==> src/rtl/mul_seq_pkg.sv <==
// ============================================================================
// Module : mul_seq_pkg
// Purpose: Shared constants and the FSM state type for the sequential
//          shift-and-add multiplier (mul_seq) and its adder (add).
// Ports  : none (package)
// Rev    : 1.0  initial release
// ============================================================================
`default_nettype none

package mul_seq_pkg;

  // Operand / product width; the datapath is built around a 32-bit adder.
  localparam int MUL_WIDTH = 32;

  // Step counter width: counts 0..31 for 32 multiplier bits.
  localparam int CNT_WIDTH = 5;

  typedef enum logic [1:0] {
    IDLE = 2'd0,
    RUN  = 2'd1,
    DONE = 2'd2
  } state_e;

endpackage : mul_seq_pkg

`default_nettype wire

==> src/rtl/mul_seq_add.sv <==
// ============================================================================
// Module : add
// Purpose: Plain ripple-style 32-bit adder with carry-in and carry-out.
//          The carry-out doubles as the unsigned overflow indication.
// Ports  : a_i, b_i   addends
//          c_in_i     carry in
//          sum_o      low WIDTH bits of a_i + b_i + c_in_i
//          c_out_o    carry out of the top bit
// Rev    : 1.0  initial release
// ============================================================================
`default_nettype none

module add
  import mul_seq_pkg::*;
#(
  parameter int WIDTH = MUL_WIDTH
) (
  input  logic [WIDTH-1:0] a_i,
  input  logic [WIDTH-1:0] b_i,
  input  logic             c_in_i,
  output logic [WIDTH-1:0] sum_o,
  output logic             c_out_o
);

  // Zero-extend by one bit so the carry falls out of the top.
  assign {c_out_o, sum_o} = {1'b0, a_i} + {1'b0, b_i} + {{WIDTH{1'b0}}, c_in_i};

endmodule : add

`default_nettype wire

==> src/rtl/mul_seq.sv <==
// ============================================================================
// Module : mul_seq
// Purpose: Sequential unsigned 32x32 multiplier, one multiplier bit per
//          cycle, producing the low 32 product bits and an overflow flag.
// Ports  : clk       rising-edge clock
//          rst_n     synchronous active-low reset
//          start_i   begin a multiply (accepted only while ready_o=1)
//          a_i, b_i  multiplicand / multiplier, sampled on accept
//          ready_o   high in IDLE
//          done_o    one-cycle completion pulse
//          p_o       low 32 bits of the product (held between results)
//          ovf_o     high when the full product does not fit in 32 bits
// Config : MUL_SEQ_EARLY_EN - when defined, finish as soon as the remaining
//          multiplier bits are all zero (results unchanged, fewer cycles).
// Rev    : 1.0  initial release
// ============================================================================
`default_nettype none

module mul_seq
  import mul_seq_pkg::*;
#(
  parameter int WIDTH = MUL_WIDTH
) (
  input  logic             clk,
  input  logic             rst_n,
  input  logic             start_i,
  input  logic [WIDTH-1:0] a_i,
  input  logic [WIDTH-1:0] b_i,
  output logic             ready_o,
  output logic             done_o,
  output logic [WIDTH-1:0] p_o,
  output logic             ovf_o
);

  localparam logic [CNT_WIDTH-1:0] CNT_LAST = CNT_WIDTH'(WIDTH - 1);

  state_e                 state_q, state_d;
  logic [WIDTH-1:0]       m_q, m_d;       // shifted multiplicand
  logic [WIDTH-1:0]       q_q, q_d;       // remaining multiplier bits
  logic [WIDTH-1:0]       acc_q, acc_d;   // partial product
  logic                   l_q, l_d;       // a set bit of M has shifted out
  logic                   s_q, s_d;       // sticky overflow
  logic [CNT_WIDTH-1:0]   cnt_q, cnt_d;
  logic [WIDTH-1:0]       p_q, p_d;
  logic                   ovf_q, ovf_d;

  logic [WIDTH-1:0]       add_sum;
  logic                   add_carry;
  logic [WIDTH-1:0]       q_shift;
  logic                   last_step;

  add #(.WIDTH(WIDTH)) u_add (
    .a_i     (acc_q),
    .b_i     (m_q),
    .c_in_i  (1'b0),
    .sum_o   (add_sum),
    .c_out_o (add_carry)
  );

  assign q_shift = q_q >> 1;

`ifdef MUL_SEQ_EARLY_EN
  // Once no multiplier bits remain, further steps cannot change ACC or S.
  assign last_step = (cnt_q == CNT_LAST) || (q_shift == '0);
`else
  assign last_step = (cnt_q == CNT_LAST);
`endif

  always_comb begin
    state_d = state_q;
    m_d     = m_q;
    q_d     = q_q;
    acc_d   = acc_q;
    l_d     = l_q;
    s_d     = s_q;
    cnt_d   = cnt_q;
    p_d     = p_q;
    ovf_d   = ovf_q;

    case (state_q)
      IDLE: begin
        if (start_i) begin
          state_d = RUN;
          m_d     = a_i;
          q_d     = b_i;
          acc_d   = '0;
          l_d     = 1'b0;
          s_d     = 1'b0;
          cnt_d   = '0;
        end
      end

      RUN: begin
        if (q_q[0]) begin
          acc_d = add_sum;
          // A lost M bit only matters once a later partial product would
          // have included it, so L folds into S on an add step.
          s_d   = s_q | add_carry | l_q;
        end
        q_d   = q_shift;
        m_d   = m_q << 1;
        l_d   = l_q | m_q[WIDTH-1];
        cnt_d = cnt_q + 1'b1;
        if (last_step) begin
          state_d = DONE;
          p_d     = acc_d;
          ovf_d   = s_d;
        end
      end

      DONE: begin
        state_d = IDLE;
      end

      default: begin
        state_d = IDLE;
      end
    endcase
  end

  always_ff @(posedge clk) begin
    if (!rst_n) begin
      state_q <= IDLE;
      m_q     <= '0;
      q_q     <= '0;
      acc_q   <= '0;
      l_q     <= 1'b0;
      s_q     <= 1'b0;
      cnt_q   <= '0;
      p_q     <= '0;
      ovf_q   <= 1'b0;
    end else begin
      state_q <= state_d;
      m_q     <= m_d;
      q_q     <= q_d;
      acc_q   <= acc_d;
      l_q     <= l_d;
      s_q     <= s_d;
      cnt_q   <= cnt_d;
      p_q     <= p_d;
      ovf_q   <= ovf_d;
    end
  end

  assign ready_o = (state_q == IDLE);
  assign done_o  = (state_q == DONE);
  assign p_o     = p_q;
  assign ovf_o   = ovf_q;

endmodule : mul_seq

`default_nettype wire

==> config.mk <==
export PLATFORM = sky130hd
export DESIGN_NAME = mul_seq
export DESIGN_NICKNAME = d
export VERILOG_FILES = /design/src/rtl/mul_seq_pkg.sv /design/src/rtl/mul_seq_add.sv /design/src/rtl/mul_seq.sv
export SDC_FILE = /design/constraint.sdc
export NUM_CORES = 1
export LEC_CHECK = 0
export BUFFER_PORTS_ARGS = -buffer_cell sky130_fd_sc_hd__buf_2
export CAP_MARGIN = 20
export CORE_ASPECT_RATIO = 1.75
export CORE_MARGIN = 2
export CORE_UTILIZATION = 45
export CTS_CLUSTER_SIZE = 20
export DETAILED_ROUTE_END_ITERATION = 10
export PLACE_DENSITY = 0.72
export RECOVER_POWER = 100
export SLEW_MARGIN = 10
export SYNTH_ARGS = -nofsm -noshare
export SYNTH_HDL_FRONTEND = slang
export SYNTH_HIERARCHICAL = 1
export SYNTH_SLANG_ARGS = --single-unit
==> constraint.sdc <==
create_clock -name clk -period 3.3 [get_ports clk]
set_clock_uncertainty 0.1 [all_clocks]
set_input_delay 0.495 -clock clk [delete_from_list [all_inputs] [get_ports clk]]
set_output_delay 0.495 -clock clk [all_outputs]
set_load 0.05 [all_outputs]
==> results.txt, run 1 <==
The flow ran to the end, and the final reports show no timing, DRC or antenna violations. At the end of the flow, the number of nets in the layout was 1,011. The I/O pin total is 102.

The total routing resource utilization after global routing came out at 22.6%. The die is 174 um tall. The first-pass iteration count of the detailed router came out at 5. The max-capacitance violation count came out at 0. For the finished layout, the period the worst path requires is between 3 and 4 ns. The total of buffers placed on input and output ports came out at 101. Counting cells, the worst reg-to-reg path comes to 12. The fraction of the yosys area taken by sequential cells is 37.3%. The number of different library cells used by synthesis comes to 62. In this run, synthesis produced a sequential element count of 138. The number of enable flip-flop cells after synthesis is 0. Dividing the detail-routed via count by the number of cells gives 5.99. Timing analysis after detailed placement gives a worst setup slack of around 0.028 ns.

The upper clock frequency limit is 321 MHz. The number of core rows is 62. The launching point of the worst reg2reg path is acc_q[0].

The die span in x came out at between 100 and 150 um. For the worst setup path, the data required time is 3.48 ns. The repair_antennas step left the layout with diodes totalling 0. The final-report hold violation count is 0. The longest clock path from root to sink contains 2 buffers.

Relative to the synthesized area, the layout overhead comes to 15.9%. The wire length per cell came out at 17.7 um. The relative slew slack came out at 4.00%. The min-delay analysis places its worst path in the category in2reg. Entering global routing, the biggest net connects 50 pins. At the end of routability-driven placement, the weighted congestion stood at between 0.9 and 1. The die covers 17,600 um^2. The number of buffers added by the clock tree synthesis step came out at 17. The top cell types in the final layout, fill and taps aside, are 137 x dfxtp_1, 100 x a21oi_1, 90 x o2bb2ai_1. Cells with a size suffix above 1 make up 15.2% of the layout. The worst hold path begins at b_i[31]. The number of nets in the synthesized netlist is 938.

The count of placed standard cells in the final layout, fillers left out is 1,114. Synthesis handed over a netlist of 836 instances. The transition at the pin with the smallest max-transition slack is between 1 and 1.5 ns. The synthesized netlist occupies a cell area of 7410 um^2. The clock tree from TritonCTS is yes. The worst setup path is captured at a register. The overflow left after global routing came out at 0.

The violation count after the first detailed-routing iteration came out at around 330. The first global-routing pass estimated 31,800 um of wire. The final-layout fill cell count is 1,575. The register-to-register setup slack is approximately 0.18 ns. The nature of the critical path startpoint is a register. For the final routed database, the setup TNS stands at 0 ns. The critical path is of the reg2reg type. The post-detailed-placement half-perimeter wirelength is 13,500 um. The endpoint of the lowest-slack register-to-register path is p_o[30]. The total cell area at the placement stage is 8000 um^2.

After detailed routing, the total wire length is 19,700 um. The number of cells traversed by the worst hold path is 3. The worst-case hold path end point is q_q[31]. The area taken by flip-flops and latches came out at 2760 um^2. The final period utilization came out at a little over nine tenths. The number of pins exceeding their max-slew limit in the final report came out at 0. At the later pin of the worst-skew pair, clock insertion delay measures roughly 0.43 ns. The average cell area after synthesis came out at 8.87 um^2. Of all nets on the critical path, the largest fanout is 4. The multi-input combinational cell area came out at 4260 um^2. The via count came out at 6,671.

The number of global-route vias before repair is ~6,600. The number of antenna violations at the first check in global routing is 0. For this design the ratio of total power to cell area is 516 nW/um^2. The final worst slack is 0.180 ns. The CTS clock-pin slew for the worst setup and hold paths came out at 0.07 ns.

The core area is 16,300 um^2. The main flop type after synthesis is dfxtp_1. The number of buffers added for setup after CTS is 0. The leakage power summed over all cells is 0.00351 uW. In this run, placement finished with an instance count of 1,082. The library cell used most frequently in the layout, excluding fill and tap cells, is dfxtp_1. In this run, post-CTS hold repair placed 0 buffers. The post-layout utilization of the core came out at 52.7%. Summing all non-filler instances in the final layout gives an area of 8590 um^2. For this run, design rule violations remaining after detail routing come to 0. In the synthesized netlist the async set-or-reset flop fraction comes to 0%. The setup-violating endpoint count in the final report is 0. The endpoint arrival time on the critical path is 3.30 ns. The worst IR drop on VDD is 263 uV.

The final antenna-violating net count came out at 0. The clock net in this run drives a total of 138 sinks. The initial standard-cell utilization of the core is 45.5%.

Tracing the worst setup path back leads to its startpoint at acc_q[0]. The synthesis warning total is 6. The number of H-tree levels came out at 4. The cell sitting at the root of the clock tree is a clkbuf_16.
[kinds of logic after synthesis]
kind of cell	count (synthesis)	share of synthesized area, %
buffers and inverters	83	5.32
DFF	138	37.3
adders and majority gates	35	6.11
muxes	35	4.79
other	1	0.0506
xor gates and xnor gates	30	3.55
AOI/OAI and AO/OA	371	33.9
and+or+nand+nor	143	9.03
[sequential cells by signal (all words and copies together), names as in the netlist]
name	count
acc_q	32
ovf_o	1
state_q	2
p_o	32
l_q	1
m_q	32
cnt_q	5
s_q	1
q_q	32
[layout make-up]
| type | instances | area share (%) |
|---|---|---|
| multi-input combinational | 615 | 49.6 |
| sequential | 138 | 32.2 |
| timing repair buffer | 125 | 7.55 |
| clock buffer | 17 | 4.95 |
| tap | 192 | 2.80 |
| clock inverter | 15 | 2.35 |
| inverter | 12 | 0.525 |
[repair_timing]
action | 4_1_cts | 5_1_grt
gates resized for setup | 1 | 4
endpoints found under the setup margin | 2 | 13
pin swaps | 0 | 2
[worst max-delay path, cell delays in order (launching register included)]
cell and delay [ns]:
dfxtp_1 0.34, fa_2 0.42, fa_2 0.37, a21o_1 0.22, a221oi_2 0.26, buf_4 0.18
o21a_1 0.16, a21oi_1 0.11, a21oi_2 0.26, o221ai_1 0.16, xor2_1 0.18, mux2i_1 0.14
o2bb2ai_1 0.07
[power breakdown]
part,leakage (uW),switching [uW],internal [uW]
logic,0.00208,322,229
registers,0.00113,79.5,1750
clock network,0.000306,831,1220
[cells in the mapped netlist, types with 15 or more instances]
cell type / number / area share (%)
a21o_1: 17 / 1.7
xor2_1: 15 / 1.8
dfxtp_1: 138 / 37
nor2_1: 78 / 4.0
buf_2: 27 / 1.8
o21ai_1: 64 / 4.3
a21oi_1: 102 / 6.9
ha_1: 33 / 5.6
clkbuf_1: 33 / 1.7
xnor2_1: 15 / 1.8
nand2_1: 22 / 1.1
a22o_1: 32 / 3.8
mux2i_1: 34 / 4.6
o2bb2ai_1: 90 / 11
[worst max-delay path by stage]
stage	to	slack (ns)	cells past startpoint
finish	p_o[30]	0.18	12
global route	ovf_o	-0.007	13
CTS	ovf_o	0.02	13
detailed placement	acc_q[30]	0.03	11
global placement	p_o[30]	0.07	12
floorplan	ovf_o	0.15	12
[stage by stage]
stage | hold slack (ns) | power, uW
after floorplan | 0.349 | 2250
after global placement | 0.341 | 2400
after detailed placement | 0.343 | 2410
after CTS | 0.247 | 4460
after global routing | 0.272 | 4600
final | 0.257 | 4430
[routing by layer]
metal | global-route usage [%] | vias up | share of wire [%]
met3 | 3.87 | 28 | 3.3
li1 | - | 3278 | -
met2 | 40.1 | 174 | 52
met5 | 0 | - | 0
met4 | 8.67 | 0 | 2.2
met1 | 26.7 | 3191 | 42
Note: power is estimated with default switching activity, not from simulation.
==> run 2: changes to the inputs <==
--- a/config.mk
+++ b/config.mk
@@ -12,6 +12,7 @@
 export CORE_UTILIZATION = 45
 export CTS_CLUSTER_SIZE = 20
 export DETAILED_ROUTE_END_ITERATION = 10
+export MAX_ROUTING_LAYER = met4
 export PLACE_DENSITY = 0.72
 export RECOVER_POWER = 100
 export SLEW_MARGIN = 10
==> results.txt, run 2 (synthesis results as in run 1) <==
The flow ran to the end, and the final reports show no timing, DRC or antenna violations. The number of vias per cell is 5.97. For this design, the slowest cell found on the critical path is fa_1.

TritonCTS built the clock tree. The routed wire length is 19,600 um. The first-pass iteration count of the detailed router is 6. The final-report hold violation count came out at 0.

Leaving out fill and tap cells, the most frequent cell in the layout is dfxtp_1. The final hold slack is 0.280 ns. Clock-pin slew was measured on the worst setup and hold paths at 0.06 ns. The core area came out at 16,300 um^2. The total inserted antenna cells is 0.

For the worst setup path, the data required time is 3.51 ns. The count of placed standard cells in the final layout, fillers left out came out at 1,117. The maximum number of buffers from clock root to sink is 2.

The worst path in the final design needs a cycle of just over 3 ns, including I/O delays and setup. The die span in x came out at 101 um. Entering global routing, the biggest net connects 50 pins. STA classifies the critical path startpoint as a register. The number of H-tree levels came out at 4.

Walking the worst path, the cells encountered are fa_2 > fa_1 > a21o_1 > a221oi_2 > buf_4 > o211ai_1 > a21oi_2 > o31ai_1 > o31ai_1 > a41oi_1 > mux2i_1 > o2bb2ai_1. The routed layout has approximately 6,700 vias. The placed cell count is approximately 1,100. From synthesis to final layout, the design area changed by 15.6%. The overflow left after global routing is 0. Setup violations remaining at the end of the flow were counted as 0. The relative slew slack is slightly above 9%.

The top cell types in the final layout, fill and taps aside, are 137 x dfxtp_1, 100 x a21oi_1, 90 x o2bb2ai_1. The peak per-stage delay on the critical path came out at 0.42 ns. In this run the clock root is driven by a clkbuf_16. The clock net sink count is 138.

The gate family responsible for the most delay along the worst path is compound AO/OA/AOI/OAI gates. The worst IR drop on VDD came out at about 360 uV. The number of core rows came out at a little over 60. The worst setup path is captured at a register.

Among the stages of the critical path, the cell type that occurs most often is o31ai_1. The power per cell area came out at approximately 500 nW/um^2. The number of global-route vias before repair is roughly 6,600. Routability-driven placement finished with a final weighted congestion of 0.952.

The overall die area is 17,600 um^2. The multi-input combinational cell area came out at 4270 um^2. Summed over all cells, the static leakage comes to 0.00350 uW. The final period utilization is a little over nine tenths. The first-pass GRT wire length came out at between 30,000 and 40,000 um. The number of nets in the layout is 1,014. Once detail routing completed, the nets flagged for antenna violations numbered 0.

The upper clock frequency limit came out at approximately 320 MHz. The fraction of layout cells with a size suffix above 1 is roughly 16%. The class of the most critical setup path is reg2reg. The I/O pin total is 102.

The transition at the pin with the smallest max-transition slack came out at 1.36 ns. The clock latency at the later pin of the worst-skew pair is 0.42 ns. The post-detailed-placement half-perimeter wirelength is 13,500 um. The number of buffers and inverters on the critical path is 1. The violation count after the first detailed-routing iteration is 431.

The number of antenna violations at the first check in global routing is 0. The sequential cells in the finished layout cover a total of between 2000 and 3000 um^2. The final-layout fill cell count is about 1,600. The number of pins exceeding their max-slew limit in the final report is 0. In this run the worst hold path is classified as in2reg. After detailed routing, the number of remaining DRC violations is 0. The max-capacitance violation count is 0. The number of buffers added by the clock tree synthesis step is 17. The floorplan die height came out at 174 um.

The initial standard-cell utilization of the core came out at 45.5%. Dividing the detail-routed wire length by the instance count gives 17.5 um. Input and output buffers added on the ports amount to 101. The maximum fanout count along the critical path is 4. Global routing used 23.2% of the available tracks.

The endpoint arrival time on the critical path is 3.32 ns.
run 2: cell count changes in the layout (fill, tap and decap cells not counted), moves of 2 or more:
cell / delta
inv_8: -3
o21ai_1: -58
buf_2: +2
clkinvlp_4: +4
buf_4: +4
o21ai_0: +58
run 2: final cells by class:
class,count,area share [%]
clock buffer,18,5.12
tap,192,2.80
multi-input combinational,615,49.8
clock inverter,14,1.85
timing repair buffer,128,7.66
inverter,12,0.525
sequential,138,32.2
run 2: worst reg2reg max path, stage by stage (launching register included):
cell       delay [ns]
dfxtp_1          0.34
fa_2             0.41
fa_1             0.42
a21o_1           0.22
a221oi_2         0.24
buf_4            0.18
o211ai_1         0.11
a21oi_2          0.20
o31ai_1          0.18
o31ai_1          0.28
a41oi_1          0.09
mux2i_1          0.17
o2bb2ai_1        0.07
run 2: per-stage QoR:
stage / setup TNS [ns] / utilization, % / cell area, um^2 / power, uW / setup slack, ns
after floorplan: 0 / - / 7410 / 2250 / 0.154
after detailed placement: 0 / 49.2 / 8010 / 2410 / 0.0438
after global placement: 0 / 49.2 / 8010 / 2400 / 0.0753
final: 0 / 52.6 / 8570 / 4300 / 0.187
after global routing: -0.109 / 52.6 / 8570 / 4480 / -0.0444
after CTS: 0 / 52.8 / 8610 / 4340 / 0.0452
run 2: power by group:
group	switching [uW]	internal (uW)
logic	321	223
clock network	786	1150
registers	72.1	1750
total	1180	3120
run 2: timing repair:
action,CTS,global route
gates resized for setup,0,4
setup endpoints to repair,0,15
hold buffers,0,0
setup buffers,0,2
run 2: path summary, 6_finish.rpt:
| check | startpoint | endpoint | slack (ns) | cells past startpoint |
|---|---|---|---|---|
| setup / recovery | acc_q[0] | p_o[24] | 0.19 | 12 |
| hold reg to reg | p_o[16] | p_o[16] | 0.36 | 1 |
| setup reg to reg | acc_q[0] | p_o[24] | 0.19 | 12 |
| hold / removal | a_i[31] | m_q[31] | 0.28 | 3 |
run 2: per-layer routing:
metal / routed length [um] / share of wire [%] / track usage [%]
met5: 0 / 0 / -
met4: 451 / 2.3 / 9.35
met3: 790 / 4.0 / 3.87
met2: 10100 / 52 / 38.9
met1: 8240 / 42 / 27.3
